File: src/rtl/fakeram_arbiter_2p_pkg.sv
// Shared types and defaults for the two-port fakeram arbiter.
// Optional statistics counters are enabled with FAKERAM_ARB_STATS_EN.
package fakeram_arb_pkg;

  localparam int BITS_DEF       = 20;
  localparam int WORD_DEPTH_DEF = 64;
  localparam int ADDR_WIDTH_DEF = 6;

  typedef logic port_idx_t;

  typedef struct packed {
    logic                      we;
    logic [ADDR_WIDTH_DEF-1:0] addr;
    logic [BITS_DEF-1:0]       wdata;
  } ram_req_t;

  function automatic logic [15:0] sat_inc16(input logic [15:0] v);
    return (v == 16'hFFFF) ? v : v + 16'd1;
  endfunction

endpackage

File: src/rtl/fakeram_arbiter_2p_if.sv
// Request and read-response channels for both requesters of the fakeram arbiter.
interface fakeram_arbiter_2p_if
  import fakeram_arb_pkg::*;
#(
  parameter int BITS       = BITS_DEF,
  parameter int ADDR_WIDTH = ADDR_WIDTH_DEF
);

  logic [1:0]              req_valid;
  logic [1:0]              req_ready;
  logic [1:0]              req_we;
  logic [2*ADDR_WIDTH-1:0] req_addr;
  logic [2*BITS-1:0]       req_wdata;
  logic [1:0]              rsp_valid;
  logic [1:0]              rsp_ready;
  logic [2*BITS-1:0]       rsp_data;

  modport master (
    output req_valid, req_we, req_addr, req_wdata, rsp_ready,
    input  req_ready, rsp_valid, rsp_data
  );

  modport slave (
    input  req_valid, req_we, req_addr, req_wdata, rsp_ready,
    output req_ready, rsp_valid, rsp_data
  );

endinterface

File: src/rtl/fakeram_arbiter_2p_rr2.sv
// Two-way round-robin grant: the pointer names the port that wins a tie and
// moves to the other port after every grant.
module fakeram_arb_rr2
  import fakeram_arb_pkg::*;
(
  input  logic       clk,
  input  logic       rst,
  input  logic [1:0] eligible_i,
  output logic [1:0] grant_o
);

  port_idx_t ptr_q, ptr_d;

  always_comb begin
    grant_o = 2'b00;
    case (eligible_i)
      2'b01:   grant_o = 2'b01;
      2'b10:   grant_o = 2'b10;
      2'b11:   grant_o = ptr_q ? 2'b10 : 2'b01;
      default: grant_o = 2'b00;
    endcase
  end

  always_comb begin
    ptr_d = ptr_q;
    if (|grant_o) ptr_d = ~grant_o[1];
  end

  always_ff @(posedge clk or posedge rst) begin
    if (rst) ptr_q <= 1'b0;
    else     ptr_q <= ptr_d;
  end

endmodule

File: src/rtl/fakeram_arbiter_2p.sv
// Arbiter and read sequencer for one single-port 64x20 fakeram shared by two clients.
// Define FAKERAM_ARB_STATS_EN to add per-port grant and conflict counters.
module fakeram_arbiter_2p
  import fakeram_arb_pkg::*;
#(
  parameter int BITS       = BITS_DEF,
  parameter int WORD_DEPTH = WORD_DEPTH_DEF,
  parameter int ADDR_WIDTH = $clog2(WORD_DEPTH)
) (
  input  logic                  clk,
  input  logic                  rst,
  fakeram_arbiter_2p_if.slave   bus,
  output logic                  ram_ce_o,
  output logic                  ram_we_o,
  output logic [ADDR_WIDTH-1:0] ram_addr_o,
  output logic [BITS-1:0]       ram_wd_o,
  input  logic [BITS-1:0]       ram_rd_i
`ifdef FAKERAM_ARB_STATS_EN
  ,
  output logic [31:0]           stat_grants,
  output logic [15:0]           stat_conflicts
`endif
);

  ram_req_t req_p0, req_p1, gnt_req;
  logic [1:0] eligible, grant, inflight_rd;
  logic       any_grant, rd_accept;

  // Capture stage: a read accepted this cycle has its macro data valid next cycle
  logic      cap_vld_q, cap_vld_d;
  port_idx_t cap_port_q, cap_port_d;

  logic [1:0]        rsp_valid_q, rsp_valid_d;
  logic [2*BITS-1:0] rsp_data_q, rsp_data_d;

  assign req_p0 = '{we: bus.req_we[0], addr: bus.req_addr[0 +: ADDR_WIDTH],
                    wdata: bus.req_wdata[0 +: BITS]};
  assign req_p1 = '{we: bus.req_we[1], addr: bus.req_addr[ADDR_WIDTH +: ADDR_WIDTH],
                    wdata: bus.req_wdata[BITS +: BITS]};

  assign inflight_rd = {cap_vld_q & cap_port_q, cap_vld_q & ~cap_port_q};

  always_comb begin
    eligible = 2'b00;
    for (int i = 0; i < 2; i++) begin
      eligible[i] = !rst && bus.req_valid[i] &&
                    (bus.req_we[i] ||
                     (!inflight_rd[i] && (!rsp_valid_q[i] || bus.rsp_ready[i])));
    end
  end

  fakeram_arb_rr2 u_rr (
    .clk        (clk),
    .rst        (rst),
    .eligible_i (eligible),
    .grant_o    (grant)
  );

  assign any_grant     = |grant;
  assign gnt_req       = grant[1] ? req_p1 : req_p0;
  assign rd_accept     = any_grant & ~gnt_req.we;
  assign bus.req_ready = grant;

  // Idle cycles drive zeros so no X ever reaches the macro pins
  always_comb begin
    ram_ce_o   = any_grant;
    ram_we_o   = 1'b0;
    ram_addr_o = '0;
    ram_wd_o   = '0;
    if (any_grant) begin
      ram_we_o   = gnt_req.we;
      ram_addr_o = gnt_req.addr;
      ram_wd_o   = gnt_req.wdata;
    end
  end

  always_comb begin
    cap_vld_d  = rd_accept;
    cap_port_d = rd_accept ? grant[1] : cap_port_q;
  end

  always_comb begin
    rsp_valid_d = rsp_valid_q & ~bus.rsp_ready;
    rsp_data_d  = rsp_data_q;
    if (cap_vld_q) begin
      if (cap_port_q) begin
        rsp_valid_d[1]            = 1'b1;
        rsp_data_d[BITS +: BITS]  = ram_rd_i;
      end else begin
        rsp_valid_d[0]            = 1'b1;
        rsp_data_d[0 +: BITS]     = ram_rd_i;
      end
    end
  end

  always_ff @(posedge clk or posedge rst) begin
    if (rst) begin
      cap_vld_q   <= 1'b0;
      cap_port_q  <= 1'b0;
      rsp_valid_q <= 2'b00;
      rsp_data_q  <= '0;
    end else begin
      cap_vld_q   <= cap_vld_d;
      cap_port_q  <= cap_port_d;
      rsp_valid_q <= rsp_valid_d;
      rsp_data_q  <= rsp_data_d;
    end
  end

  assign bus.rsp_valid = rsp_valid_q;
  assign bus.rsp_data  = rsp_data_q;

`ifdef FAKERAM_ARB_STATS_EN
  logic [15:0] gcnt0_q, gcnt0_d, gcnt1_q, gcnt1_d, conf_q, conf_d;

  always_comb begin
    gcnt0_d = grant[0]    ? sat_inc16(gcnt0_q) : gcnt0_q;
    gcnt1_d = grant[1]    ? sat_inc16(gcnt1_q) : gcnt1_q;
    conf_d  = (&eligible) ? sat_inc16(conf_q)  : conf_q;
  end

  always_ff @(posedge clk or posedge rst) begin
    if (rst) begin
      gcnt0_q <= '0;
      gcnt1_q <= '0;
      conf_q  <= '0;
    end else begin
      gcnt0_q <= gcnt0_d;
      gcnt1_q <= gcnt1_d;
      conf_q  <= conf_d;
    end
  end

  assign stat_grants    = {gcnt1_q, gcnt0_q};
  assign stat_conflicts = conf_q;
`endif

endmodule
File: src/flat_wrapper.sv
// flat-port wrapper written by rule: the top's interface ports become plain ports
module fakeram_arbiter_2p_flat import fakeram_arb_pkg::*;
#(
  parameter int BITS       = BITS_DEF,
  parameter int WORD_DEPTH = WORD_DEPTH_DEF,
  parameter int ADDR_WIDTH = $clog2(WORD_DEPTH)
)
  (clk, rst, ram_ce_o, ram_we_o, ram_addr_o, ram_wd_o, ram_rd_i, bus_req_valid, bus_req_we, bus_req_addr, bus_req_wdata, bus_rsp_ready, bus_req_ready, bus_rsp_valid, bus_rsp_data);
  fakeram_arbiter_2p_if #(.BITS(BITS), .ADDR_WIDTH(ADDR_WIDTH)) bus_i ();
  input  logic clk;
  input  logic rst;
  output logic ram_ce_o;
  output logic ram_we_o;
  output logic [ADDR_WIDTH-1:0] ram_addr_o;
  output logic [BITS-1:0] ram_wd_o;
  input  logic [BITS-1:0] ram_rd_i;
  input wire logic [$bits(bus_i.req_valid)-1:0] bus_req_valid;
  input wire logic [$bits(bus_i.req_we)-1:0] bus_req_we;
  input wire logic [$bits(bus_i.req_addr)-1:0] bus_req_addr;
  input wire logic [$bits(bus_i.req_wdata)-1:0] bus_req_wdata;
  input wire logic [$bits(bus_i.rsp_ready)-1:0] bus_rsp_ready;
  output wire logic [$bits(bus_i.req_ready)-1:0] bus_req_ready;
  output wire logic [$bits(bus_i.rsp_valid)-1:0] bus_rsp_valid;
  output wire logic [$bits(bus_i.rsp_data)-1:0] bus_rsp_data;
  assign bus_i.req_valid = bus_req_valid;
  assign bus_i.req_we = bus_req_we;
  assign bus_i.req_addr = bus_req_addr;
  assign bus_i.req_wdata = bus_req_wdata;
  assign bus_i.rsp_ready = bus_rsp_ready;
  assign bus_req_ready = bus_i.req_ready;
  assign bus_rsp_valid = bus_i.rsp_valid;
  assign bus_rsp_data = bus_i.rsp_data;
  fakeram_arbiter_2p #(.BITS(BITS), .WORD_DEPTH(WORD_DEPTH), .ADDR_WIDTH(ADDR_WIDTH)) u_core (.clk(clk), .rst(rst), .bus(bus_i), .ram_ce_o(ram_ce_o), .ram_we_o(ram_we_o), .ram_addr_o(ram_addr_o), .ram_wd_o(ram_wd_o), .ram_rd_i(ram_rd_i));
endmodule
File: config.mk
export PLATFORM = sky130hd
export DESIGN_NAME = fakeram_arbiter_2p_flat
export DESIGN_NICKNAME = d
export VERILOG_FILES = /design/src/rtl/fakeram_arbiter_2p_pkg.sv /design/src/rtl/fakeram_arbiter_2p_if.sv /design/src/rtl/fakeram_arbiter_2p_rr2.sv /design/src/rtl/fakeram_arbiter_2p.sv /design/src/flat_wrapper.sv
export SDC_FILE = /design/constraint.sdc
export NUM_CORES = 1
export LEC_CHECK = 0
export ABC_AREA = 1
export CAP_MARGIN = 30
export CORE_ASPECT_RATIO = 2
export CORE_MARGIN = 2
export CORE_UTILIZATION = 36
export DETAILED_ROUTE_END_ITERATION = 8
export PLACE_DENSITY_LB_ADDON = 0.25
export SYNTH_ARGS = -nofsm -noshare
export SYNTH_HDL_FRONTEND = slang
export SYNTH_HIERARCHICAL = 1
export SYNTH_SLANG_ARGS = --single-unit
File: constraint.sdc
create_clock -name clk -period 2.8 [get_ports clk]
set_clock_uncertainty 0.15 [all_clocks]
set_input_delay 0.28 -clock clk [delete_from_list [all_inputs] [get_ports clk]]
set_output_delay 0.28 -clock clk [all_outputs]
set_load 0.05 [all_outputs]
* Word-level counts from Yosys, hierarchy flattened *
Index checks and enable logic that the tools add are counted.

storage, ports and cells
  bits in registers = 45
  output and inout port bits = 72
  logic and storage cells = 44

operators by class
  equal/unequal tests = 3
  multiplexer cells = 9
  bitwise gates (word level) = 8
  reduce and logical (&&, ||, !) cells = 18

operators with widths
  operator              number
  $mux W27              1
  $mux W20              1
  $logic_and A1 B1 Y1   6
  $mux W6               1
  $pmux W2 S3           1
  $logic_not A1 Y1      5
  $eq A2 B2 Y1 const B  2
  $logic_or A1 B1 Y1    4
  $mux W2               2
  $reduce_and A2 Y1     2
  $and A1 B1 Y1         3
  $mux W1               3
  $not A1 Y1            3
  $and A2 B2 Y2         1
  $eq A2 B1 Y1 const B  1
  $not A2 Y2            1
  $reduce_or A2 Y1      1

* Logic depth before layout (Yosys ltp) *
Gate-level depths: netlist of the first run.

  depth in word-level cells = 11
  depth in mapped cells = 12
  gate-level depth less buffers = 12

* Cells and area by module *
Netlist of the first run, hierarchy kept.

modules (own cells, without submodules)
  module              instances  cells each  area each (um2)  seq. area each (um2)
  fakeram_arbiter_2p  1          264         2182.1           1101.1
  fakeram_arb_rr2     1          11          68.8             25.0

* Worst setup path before layout of the first run *
Ideal clock, no wire load.

  path type = in2out
  from = in rst
  to = out ram_we_o
  data arrival time = 3.615 ns
  data required time = 2.370 ns
  path slack = -1.245 ns
  cell stages on the path = 9
  cells stage by stage = inv_1 > nand2_1 > a21oi_1 > inv_1 > nor2_2 > buf_4 > inv_1 > nand2_1 > a21boi_1

on the way
  word-level cells in the longest chain between the ends = 7
  elaborated cells on any way between the ends = 12
  classes of those cells = eq/ne (3); mux (3); reduce/logical (6)

RTL lines
  what                                                 RTL line                      RTL
  start: declaration                                   flat_wrapper.sv:11            input logic rst;
  $logic_not A1 Y1 *                                   fakeram_arbiter_2p.sv:46      eligible[i] = !rst && bus.req_valid[i] &&
  $logic_and A1 B1 Y1 * (2 in series)                  fakeram_arbiter_2p.sv:46
  named net u_core.eligible[0]                         fakeram_arbiter_2p.sv:26      logic [1:0] eligible, grant, inflight_rd;
  $eq A2 B2 Y1 / $eq A2 B1 Y1 (equally long branches)  fakeram_arbiter_2p_rr2.sv:16  case (eligible_i)
  $pmux W2 S3 *                                        fakeram_arbiter_2p_rr2.sv:16
  named net bus_req_ready[0]                           flat_wrapper.sv:22            output wire logic [$bits(bus_i.req_ready)-1:0] bus_req_ready;
  $reduce_or A2 Y1 *                                   fakeram_arbiter_2p.sv:59      assign any_grant = |grant;
  named net ram_ce_o                                   flat_wrapper.sv:12            output logic ram_ce_o;
  $mux W1 *                                            fakeram_arbiter_2p.sv:70      if (any_grant) begin
  end: declaration                                     flat_wrapper.sv:13            output logic ram_we_o;

The timed path passes the listed nets; every way through them passes the cells marked *.

* Worst setup path after layout of the first run *
  from = in bus_rsp_ready[0]
  to = out ram_we_o

on the way
  word-level cells in the longest chain between the ends = 8
  elaborated cells on any way between the ends = 11
  classes of those cells = eq/ne (3); mux (3); reduce/logical (5)

RTL lines
  what                                                 RTL line                                            RTL
  start: declaration                                   flat_wrapper.sv:21                                  input wire logic [$bits(bus_i.rsp_ready)-1:0] bus_rsp_ready;
  $logic_or A1 B1 Y1 *                                 fakeram_arbiter_2p.sv:48                            (!inflight_rd[i] && (!rsp_valid_q[i] || bus.rsp_ready[i])));
  $logic_and A1 B1 Y1 *                                fakeram_arbiter_2p.sv:48
  $logic_or A1 B1 Y1 *                                 fakeram_arbiter_2p.sv:47                            (bus.req_we[i] ||
  $logic_and A1 B1 Y1 *                                fakeram_arbiter_2p.sv:46
  named net u_core.eligible[0]                         fakeram_arbiter_2p.sv:26
  $eq A2 B2 Y1 / $eq A2 B1 Y1 (equally long branches)  fakeram_arbiter_2p_rr2.sv:16
  $pmux W2 S3 *                                        fakeram_arbiter_2p_rr2.sv:16
  $mux W27 / $reduce_or A2 Y1 (equally long branches)  fakeram_arbiter_2p.sv:60, fakeram_arbiter_2p.sv:59
  $mux W1 *                                            fakeram_arbiter_2p.sv:70

Marks and branches as above.

==> impl_metrics.yaml, run 1 <==
status:
  status: "complete, no violations"
hold_path:
  worst_hold_path_type: "primary input to asynchronous set/reset pin"
placement:
  placed_cells: 478
  portBuffers: 151
  globalplace.congestion: 0.803
  pre_cts_slack_ns: 0.0517
  place_hpwl_um: 5290
layout:
  layout-drive-gt1-share: 0.222
  instances_no_fill: 486
  final_nets: 502
  finish.utilization: 0.724
  area_growth_syn_to_layout_pct: 93.2
  antenna_cells: 0
floorplan:
  die_h_um: 116
  die_w_um: 59.9
  core_region_area_mm2: 0.00601
  initial_core_util: 0.375
  io_pins: 152
  dieArea_mm2: 0.00694
  row_count: 40
synth:
  yosysMostFrequentCell: "nand2_1"
  synthTopCellsByCount: "nand2_1 (83), dfrtp_1 (45), inv_1 (30)"
  yosys.cell_types.count: 16
  synth_area_leaders: "dfrtp_1 (50%), nand2_1 (14%), o21ai_2 (7.8%)"
  async_reset_ff_frac: 1.00
  avgSynthCellArea_um2: 8.19
  synthesis.nets: 355
  synth-seq-cells: 45
  synth.largest_area_cell: "dfrtp_1"
  synth_area_mm2: 0.00225
  synth_top_area_frac: 0.500
  ys_seq_area_frac: 0.500
  synth_top_flop_cell: "dfrtp_1"
  synth_cells: 275
  ys_warn_count: 6
  synth_edf_count: 0
power_and_ir_drop:
  vdd_drop_max_v: 0.000372
  clkPwrFrac: 0.152
  power.density_mw_per_mm2: 1040
  pwr-share-comb: 0.601
  p_leak_nw: 2.00
  switching_share: 0.474
  p_int_mw: 2.37
  p_seq_frac: 0.247
  p_switching_mw: 2.14
detailed_routing:
  dr.pass1.iters: 4
  finalWirelength_um: 6580
  wl_per_cell_um: 13.5
  postRouteAntennaNets: 0
  drt_iter0_drc: 132
  vias: 2345
  viasPerCell: 4.83
  drcViolationCount: 0
grt:
  grt_pass1_wl_um: 10400
  track_usage: 0.198
  grt_max_degree: 45
  antenna_found_initial: 0
  grt_pass1_vias: 2291
  overflow: 0
timing:
  hold_viol: 0
  tightestPinTransition_ns: 0.547
  fmax_mhz: 378
  fin_crit_ns: 2.65
  setup_viol: 0
  relSlewSlack: 0.635
  rsz0062_at_grt: "false"
  report.final.slew_viol_count: 0
  fin_ws_ns: 0.155
  min_period_over_period: 0.945
setup_path:
  slowest_stage: "clkdlybuf4s50_1"
  reg2reg_depth: 10
  crit_chain: "clkdlybuf4s50_1, inv_1, nand2_1, nand2_1, a21oi_1, nand3_1, nand2_2, buf_4, nand2_1, a21boi_4, buf_12"
  crit_end: "ram_we_o"
  required_ns: 2.37
  r2r-start: "u_core/cap_vld_q"
  cp_max_fo: 29
  crit_buf_inv: 4
  crit_family: "buffers and inverters"
  criticalPathCategory: "primary input to output pin"
  max_stage_delay_ns: 0.45
  critical_path_depth: 11
  cp-end-kind: "output pin"
  r2r_end: "u_core/cap_port_q"
  start_kind: "primary input"
  crit_top_cell: "nand2_1"
  critPathLaunch: "bus_rsp_ready[0]"
  worst_ep_arrival_time_ns: 2.22
  rrSetupSlack_ns: 0.77
clock_tree:
  cts_hold_buf: 0
  clk_latency_ns: 0.28
  cts_buffers: 5
  numClockSinks: 45
  clock-root-buffer: "clkbuf_16"
  cts_buffer_depth: 2
  cts_tree: "built"
  htreeDepth: 2
  post-cts-setup-buffers: 0
  path_clk_slew_ns: 0.06
flow_run:
  drv_cap: 0
==> layout make-up <==
class / count / area (µm²)
tap: 63 / 78.8
inverter: 32 / 126
fill: 458 / 1660
clock buffer: 6 / 139
sequential: 45 / 1130
clock inverter: 2 / 37.5
multi-input combinational: 182 / 980
timing repair buffer: 156 / 1860
==> placed cells by master (no fill, tap or decap), drive strengths merged <==
master	n
dfrtp	45
buf	35
nand3	17
clkbuf	6
nor2	25
nand2	85
bufinv	1
inv	31
a21oi	13
o21ai	41
clkdlybuf4s50	121
clkinvlp	2
a21boi	1
==> flip-flops by register name (all words and copies together), names as in the netlist <==
| register | cells |
|---|---|
| u_core/bus.rsp_valid | 2 |
| u_core/bus.rsp_data | 40 |
| u_core/cap_vld_q | 1 |
| u_core/cap_port_q | 1 |
| u_core/u_rr/ptr_q | 1 |
==> logic make-up (layout without fill, tap and decap cells) <==
group / Yosys count / after routing / synth area share
flops: 45 / 45 / 0.500
simple gates: 127 / 127 / 0.226
compound gates: 55 / 55 / 0.157
buf+inv: 48 / 196 / 0.117
==> metal layers <==
| layer | routed length, µm | share of wire | global-route usage | vias to the layer above |
|---|---|---|---|---|
| met5 | 0 | 0 | 0 | - |
| met4 | 126 | 0.019 | 0.0711 | 0 |
| met3 | 635 | 0.097 | 0.0748 | 7 |
| met2 | 3570 | 0.54 | 0.357 | 133 |
| met1 | 2250 | 0.34 | 0.200 | 1053 |
| li1 | - | - | - | 1152 |
==> metrics by stage <==
step	hold slack [ns]	cell area [µm²]	total power, mW	TNS (ns)
after global placement	0.314	4170	3.81	0
after global routing	0.0656	4350	4.73	0
after floorplan	-0.141	2380	2.82	-0.0490
after CTS	0.0586	4350	4.55	0
final	0.0600	4350	4.51	0
after detailed placement	0.318	4170	3.86	0
==> repair_timing <==
| item | CTS | global route |
|---|---|---|
| endpoints found under the hold margin | 0 | 0 |
| setup endpoints to repair | 0 | 1 |
| gates resized for setup | 0 | 2 |
==> power groups by stage <==
stage | Combinational (mW) | Clock, mW | Sequential [mW]
after floorplan | 0.673 | 0 | 2.15
after CTS | 2.73 | 0.697 | 1.12
after global placement | 2.69 | 0 | 1.12
after detailed placement | 2.73 | 0 | 1.13
after global routing | 2.85 | 0.726 | 1.15
final | 2.71 | 0.686 | 1.11
==> how the worst min path moves through the flow <==
stage                             from                      end  slack [ns]  cells after the start
3_3_place_gp   u_core/bus.rsp_data[15]  u_core/bus.rsp_data[15]        0.31                      2
5_1_grt                            rst        u_core/u_rr/ptr_q        0.07                      2
6_report                           rst        u_core/u_rr/ptr_q        0.06                      2
3_5_place_dp   u_core/bus.rsp_data[11]  u_core/bus.rsp_data[11]        0.32                      2
2_1_floorplan                      rst        u_core/u_rr/ptr_q       -0.14                      1
4_1_cts                            rst        u_core/u_rr/ptr_q        0.06                      2
Note: power is estimated with default switching activity, not from simulation.
==> run 2, diff against run 1 <==
--- a/config.mk
+++ b/config.mk
@@ -9,7 +9,8 @@
 export CAP_MARGIN = 30
 export CORE_ASPECT_RATIO = 2
 export CORE_MARGIN = 2
-export CORE_UTILIZATION = 36
+export CORE_UTILIZATION = 32
+export CTS_CLUSTER_SIZE = 10
 export DETAILED_ROUTE_END_ITERATION = 8
 export PLACE_DENSITY_LB_ADDON = 0.25
 export SYNTH_ARGS = -nofsm -noshare
==> constraint.sdc (replaced) <==
create_clock -name clk -period 2.25 [get_ports clk]
set_clock_uncertainty 0.15 [all_clocks]
set_input_delay 0.225 -clock clk [delete_from_list [all_inputs] [get_ports clk]]
set_output_delay 0.225 -clock clk [all_outputs]
set_load 0.05 [all_outputs]
==> run 2 against run 1 <==
Effect of this change: the run now ends with setup timing left; register-to-register slack worse by 0.36 ns; core utilization is 3.1 points lower; first-iteration DRC count is 3.0% higher; wire length is 11% higher; final area is 9.7% higher; critical path depth is 1 higher; flip-flop and latch count stayed put; non-clock buffer count is 13 higher; final cell count is 8.2% higher; setup slack worse by 0.22 ns; largest cell class unchanged; largest power group unchanged.
==> impl_metrics.yaml, run 2 (synthesized netlist as in run 1, its figures left out) <==
status:
  status: "finished with violations"
  violations: "setup timing"
layout:
  mostFrequentLayoutCell: "clkdlybuf4s50_1"
  largest_reg_flops: 40
  mostFrequentLayoutCells: "clkdlybuf4s50_1 (121), nand2_1 (62), dfrtp_1 (45)"
  antenna_cells: 0
  layout-drive-gt1-share: 0.319
  finish.utilization: 0.693
  final_nets: 515
  area_growth_syn_to_layout_pct: 112
timing:
  holdWs_ns: 0.00265
  fmax_mhz: 433
  fin_ws_ns: -0.0603
  fin_setup_tns_ns: -0.209
  setup_viol: 11
  report.final.slew_viol_count: 0
  relSlewSlack: 0.650
  fin_crit_ns: 2.31
  rsz0062_at_grt: "true"
  hold_viol: 0
  min_period_over_period: 1.03
  tightestPinTransition_ns: 0.523
setup_path:
  required_ns: 1.88
  start_kind: "primary input"
  rrSetupSlack_ns: 0.41
  cp_max_fo: 7
  crit_chain: "clkdlybuf4s50_1, clkinvlp_4, nand2_1, a21oi_4, inv_2, nand2_2, nand2_4, inv_6, buf_12, nor2_1, nor2_4, buf_12"
  slowest_stage: "clkdlybuf4s50_1"
  criticalPathCategory: "primary input to output pin"
  r2r_end: "u_core/cap_port_q"
  worst_ep_arrival_time_ns: 1.94
  r2r-start: "u_core/cap_vld_q"
  max_stage_delay_ns: 0.52
  reg2reg_depth: 12
  cp-end-kind: "output pin"
  crit_top_cell: "buf_12"
floorplan:
  io_pins: 152
  die_w_um: 63.3
  die_h_um: 123
  initial_core_util: 0.327
  row_count: 43
  dieArea_mm2: 0.00776
  core_region_area_mm2: 0.00689
grt:
  grt_pass1_wl_um: 11800
  overflow: 0
  met3_usage: 0.0513
  grt_pass1_vias: 2533
  antenna_found_initial: 0
  track_usage: 0.195
  top_usage_layer: "met2"
  grt_max_degree: 43
  grt_util_met1: 0.180
  grt_use_met2: 0.390
power_and_ir_drop:
  p_leak_nw: 2.12
  p_int_mw: 3.03
  vdd_drop_max_v: 0.000542
  power.density_mw_per_mm2: 1210
  p_switching_mw: 2.73
  p_seq_frac: 0.242
  switching_share: 0.473
  pwr-share-comb: 0.612
  clkPwrFrac: 0.146
detailed_routing:
  wl_per_cell_um: 13.9
  viasPerCell: 4.60
  drcViolationCount: 0
  drt_iter0_drc: 136
  postRouteAntennaNets: 0
  finalWirelength_um: 7290
  dr.pass1.iters: 4
  vias: 2417
clock_tree:
  htreeDepth: 2
  numClockSinks: 45
  cts_buffers: 5
  clk_latency_ns: 0.28
  path_clk_slew_ns: 0.06
  cts_buffer_depth: 2
  cts_tree: "built"
  cts_hold_buf: 0
  clock-root-buffer: "clkbuf_16"
flow_run:
  drv_cap: 0
placement:
  pre_cts_slack_ns: -0.159
  globalplace.congestion: 0.695
  portBuffers: 151
  place_hpwl_um: 5710
hold_path:
  worst_hold_path_type: "primary input to asynchronous set/reset pin"
## run 2: changes by cell type in the layout (fill, tap and decap cells not counted), moves of 5 or more
cell / before / now
nand2_2: 13 / 6
a21oi_4: 0 / 5
a21oi_2: 0 / 8
nand2_4: 1 / 16
a21oi_1: 13 / 0
buf_4: 4 / 13
nor2_1: 12 / 7
nand2_1: 71 / 62
## run 2: how the worst max path moves through the flow
stage / from / to / slack [ns]
2_1_floorplan: rst / ram_we_o / -0.42
3_3_place_gp: bus_rsp_ready[0] / ram_wd_o[3] / -0.11
3_5_place_dp: bus_rsp_ready[0] / ram_addr_o[5] / -0.16
4_1_cts: u_core/cap_vld_q / ram_we_o / -0.06
5_1_grt: u_core/cap_port_q / ram_wd_o[4] / -0.16
6_report: rst / ram_wd_o[4] / -0.06
## run 2: final cells by class
cell class,count,area (µm²)
Clock buffer,7,143
Timing Repair Buffer,169,2010
Inverter,32,131
Tap cell,90,113
Clock inverter,1,30.0
Multi-Input combinational cell,182,1220
Sequential cell,45,1130
Fill cell,556,2110
## run 2: per-layer routing
metal	part of all wire	wire, µm
met3	0.068	495
met4	0.023	168
met5	0	0
met2	0.59	4310
met1	0.32	2320
## run 2: critical path: cells and delay by family
| family | cells | cell delay, ns |
|---|---|---|
| buf+inv | 6 | 1.07 |
| simple gates | 5 | 0.58 |
| compound gates | 1 | 0.05 |
## run 2: stage by stage
step | cells | instance area, µm² | power, mW
global route | 526 | 4770 | 6.03
floorplan | 275 | 2530 | 3.56
CTS | 525 | 4710 | 5.80
global placement | 515 | 4460 | 4.82
detailed placement | 515 | 4460 | 4.90
finish | 526 | 4770 | 5.76
## run 2: what timing repair did
item | 4_1_cts | 5_1_grt
endpoints found under the hold margin | 0 | 0
gates cloned | 0 | 1
resized for setup | 21 | 8
endpoints found under the setup margin | 28 | 29
pin swaps | 4 | 3
setup buffers | 2 | 0
## run 2: power groups by stage
stage                     Clock, mW  Combinational, mW  Sequential [mW]
final                         0.839               3.53             1.40
after global routing          0.897               3.69             1.45
after CTS                     0.860               3.54             1.40
after detailed placement          0               3.49             1.41
after global placement            0               3.43             1.39
after floorplan                   0              0.887             2.67
==> run 3, diff against run 2 <==
--- a/config.mk
+++ b/config.mk
@@ -7,7 +7,7 @@
 export LEC_CHECK = 0
 export ABC_AREA = 1
 export CAP_MARGIN = 30
-export CORE_ASPECT_RATIO = 2
+export CORE_ASPECT_RATIO = 0.9
 export CORE_MARGIN = 2
 export CORE_UTILIZATION = 32
 export CTS_CLUSTER_SIZE = 10
==> run 3 against run 2 <==
Effect of this change: the run still ends with setup timing left; core utilization is 3.5 points higher; fmax down 3.6%; flip-flop and latch count unchanged; critical endpoint is now ram_wd_o[6]; critical path depth unchanged; register-to-register slack got worse by 0.11 ns; wire length up 5.5%; critical path type is now flop to output pin.
==> impl_metrics.yaml, run 3 (synthesized netlist as in run 1, its figures left out) <==
setup_path:
  slowest_stage: "dfrtp_1"
  start_kind: "flop"
  cp_max_fo: 6
  max_stage_delay_ns: 0.41
  cp-end-kind: "output pin"
  crit_chain: "inv_2, nand2_2, nand2_2, a21oi_4, inv_2, buf_6, nor2_4, buf_4, clkbuf_16, a21oi_4, nor2_4, buf_12"
  worst_ep_arrival_time_ns: 2.02
  criticalPathCategory: "flop to output pin"
  required_ns: 1.88
clock_tree:
  cts_tree: "built"
  clk_latency_ns: 0.29
  cts_buffer_depth: 2
  clock-root-buffer: "clkbuf_8"
  path_clk_slew_ns: 0.09
  cts_buffers: 5
  numClockSinks: 45
  htreeDepth: 2
placement:
  globalplace.congestion: 0.839
  portBuffers: 151
  place_hpwl_um: 5750
  pre_cts_slack_ns: -0.156
  place_area_mm2: 0.00446
  placed_cells: 515
layout:
  finish.utilization: 0.728
  layout-drive-gt1-share: 0.357
  mostFrequentLayoutCell: "clkdlybuf4s50_1"
  final_area_mm2: 0.00487
  final_nets: 522
  area_growth_syn_to_layout_pct: 116
  fill_cells: 452
  instances_no_fill: 533
  antenna_cells: 0
  largest_reg_flops: 40
  seq_area_mm2: 0.00113
  mostFrequentLayoutCells: "clkdlybuf4s50_1 (121), nand2_1 (63), dfrtp_1 (45)"
  multi_input_comb_area_mm2: 0.00132
detailed_routing:
  wl_per_cell_um: 14.4
  finalWirelength_um: 7690
  postRouteAntennaNets: 0
  vias: 2440
  drt_iter0_drc: 81
  viasPerCell: 4.58
  drcViolationCount: 0
  dr.pass1.iters: 5
timing:
  rsz0062_at_grt: "true"
  tightestPinTransition_ns: 0.552
  holdWs_ns: 0.324
  hold_viol: 0
  min_period_over_period: 1.07
  fin_setup_tns_ns: -1.67
  relSlewSlack: 0.631
  fin_ws_ns: -0.148
  setup_viol: 26
  report.final.slew_viol_count: 0
  fin_crit_ns: 2.40
  fmax_mhz: 417
status:
  status: "finished with violations"
  violations: "setup timing"
floorplan:
  initial_core_util: 0.336
  die_w_um: 92.4
  dieArea_mm2: 0.00772
  core_region_area_mm2: 0.00669
  row_count: 28
  io_pins: 152
  die_h_um: 83.6
grt:
  antenna_found_initial: 0
  grt_pass1_wl_um: 11900
  overflow: 0
  grt_max_degree: 45
  track_usage: 0.192
  grt_pass1_vias: 2508
power_and_ir_drop:
  p_leak_nw: 2.13
  power.density_mw_per_mm2: 1130
  vdd_drop_max_v: 0.000556
  p_total_mw: 5.48
flow_run:
  drv_cap: 0
hold_path:
  worst_hold_path_type: "primary input to asynchronous set/reset pin"
==> run 3: final timing paths <==
check / from / to / slack [ns] / depth (start not counted)
worst max-delay path: u_core/cap_port_q / ram_wd_o[6] / -0.15 / 12
worst min-delay path: rst / u_core/cap_vld_q / 0.32 / 3
worst max register to register: u_core/cap_port_q / u_core/cap_port_q / 0.30 / 14
worst min register to register: u_core/bus.rsp_data[7] / u_core/bus.rsp_data[7] / 0.33 / 2
max in group asynchronous: rst / u_core/bus.rsp_data[9] / 1.23 / 3
min in group clk: u_core/bus.rsp_data[7] / u_core/bus.rsp_data[7] / 0.33 / 2
==> run 3: critical path: cells and delay by family (launching register included) <==
kind                   cells  cell delay, ns
and+or+nand+nor            4            0.41
DFF                        1            0.41
buffers and inverters      6            0.68
AOI/OAI and AO/OA          2            0.23
==> run 3: layout make-up <==
| cell class | instances | share of cell area |
|---|---|---|
| clock buffers | 6 | 0.0170 |
| inverters | 32 | 0.0270 |
| repair buffers | 176 | 0.427 |
| clock inverters | 2 | 0.00283 |
| flip-flops and latches | 45 | 0.231 |
| well taps | 90 | 0.0231 |
| multi-input cells | 182 | 0.271 |
==> run 3: report_power, final <==
group	total, mW	switching, mW	internal (mW)
Combinational	3.59	2.27	1.33
Sequential	1.38	0.197	1.18
Clock	0.508	0.259	0.249
Total	5.48	2.72	2.76
==> run 3: routing by layer <==
| metal | global-route usage | wire length [µm] | part of all wire |
|---|---|---|---|
| met2 | 0.348 | 4140 | 0.54 |
| met4 | 0.0570 | 127 | 0.017 |
| met5 | 0 | 0 | 0 |
| met1 | 0.208 | 2770 | 0.36 |
| met3 | 0.0678 | 648 | 0.084 |
==> run 3: what timing repair did <==
item	CTS	global route
buffers inserted	3	5
resized for setup	13	40
hold endpoints to repair	1	0
pin swaps	1	8
hold buffers	1	0
gates cloned	0	1
endpoints found under the setup margin	28	30
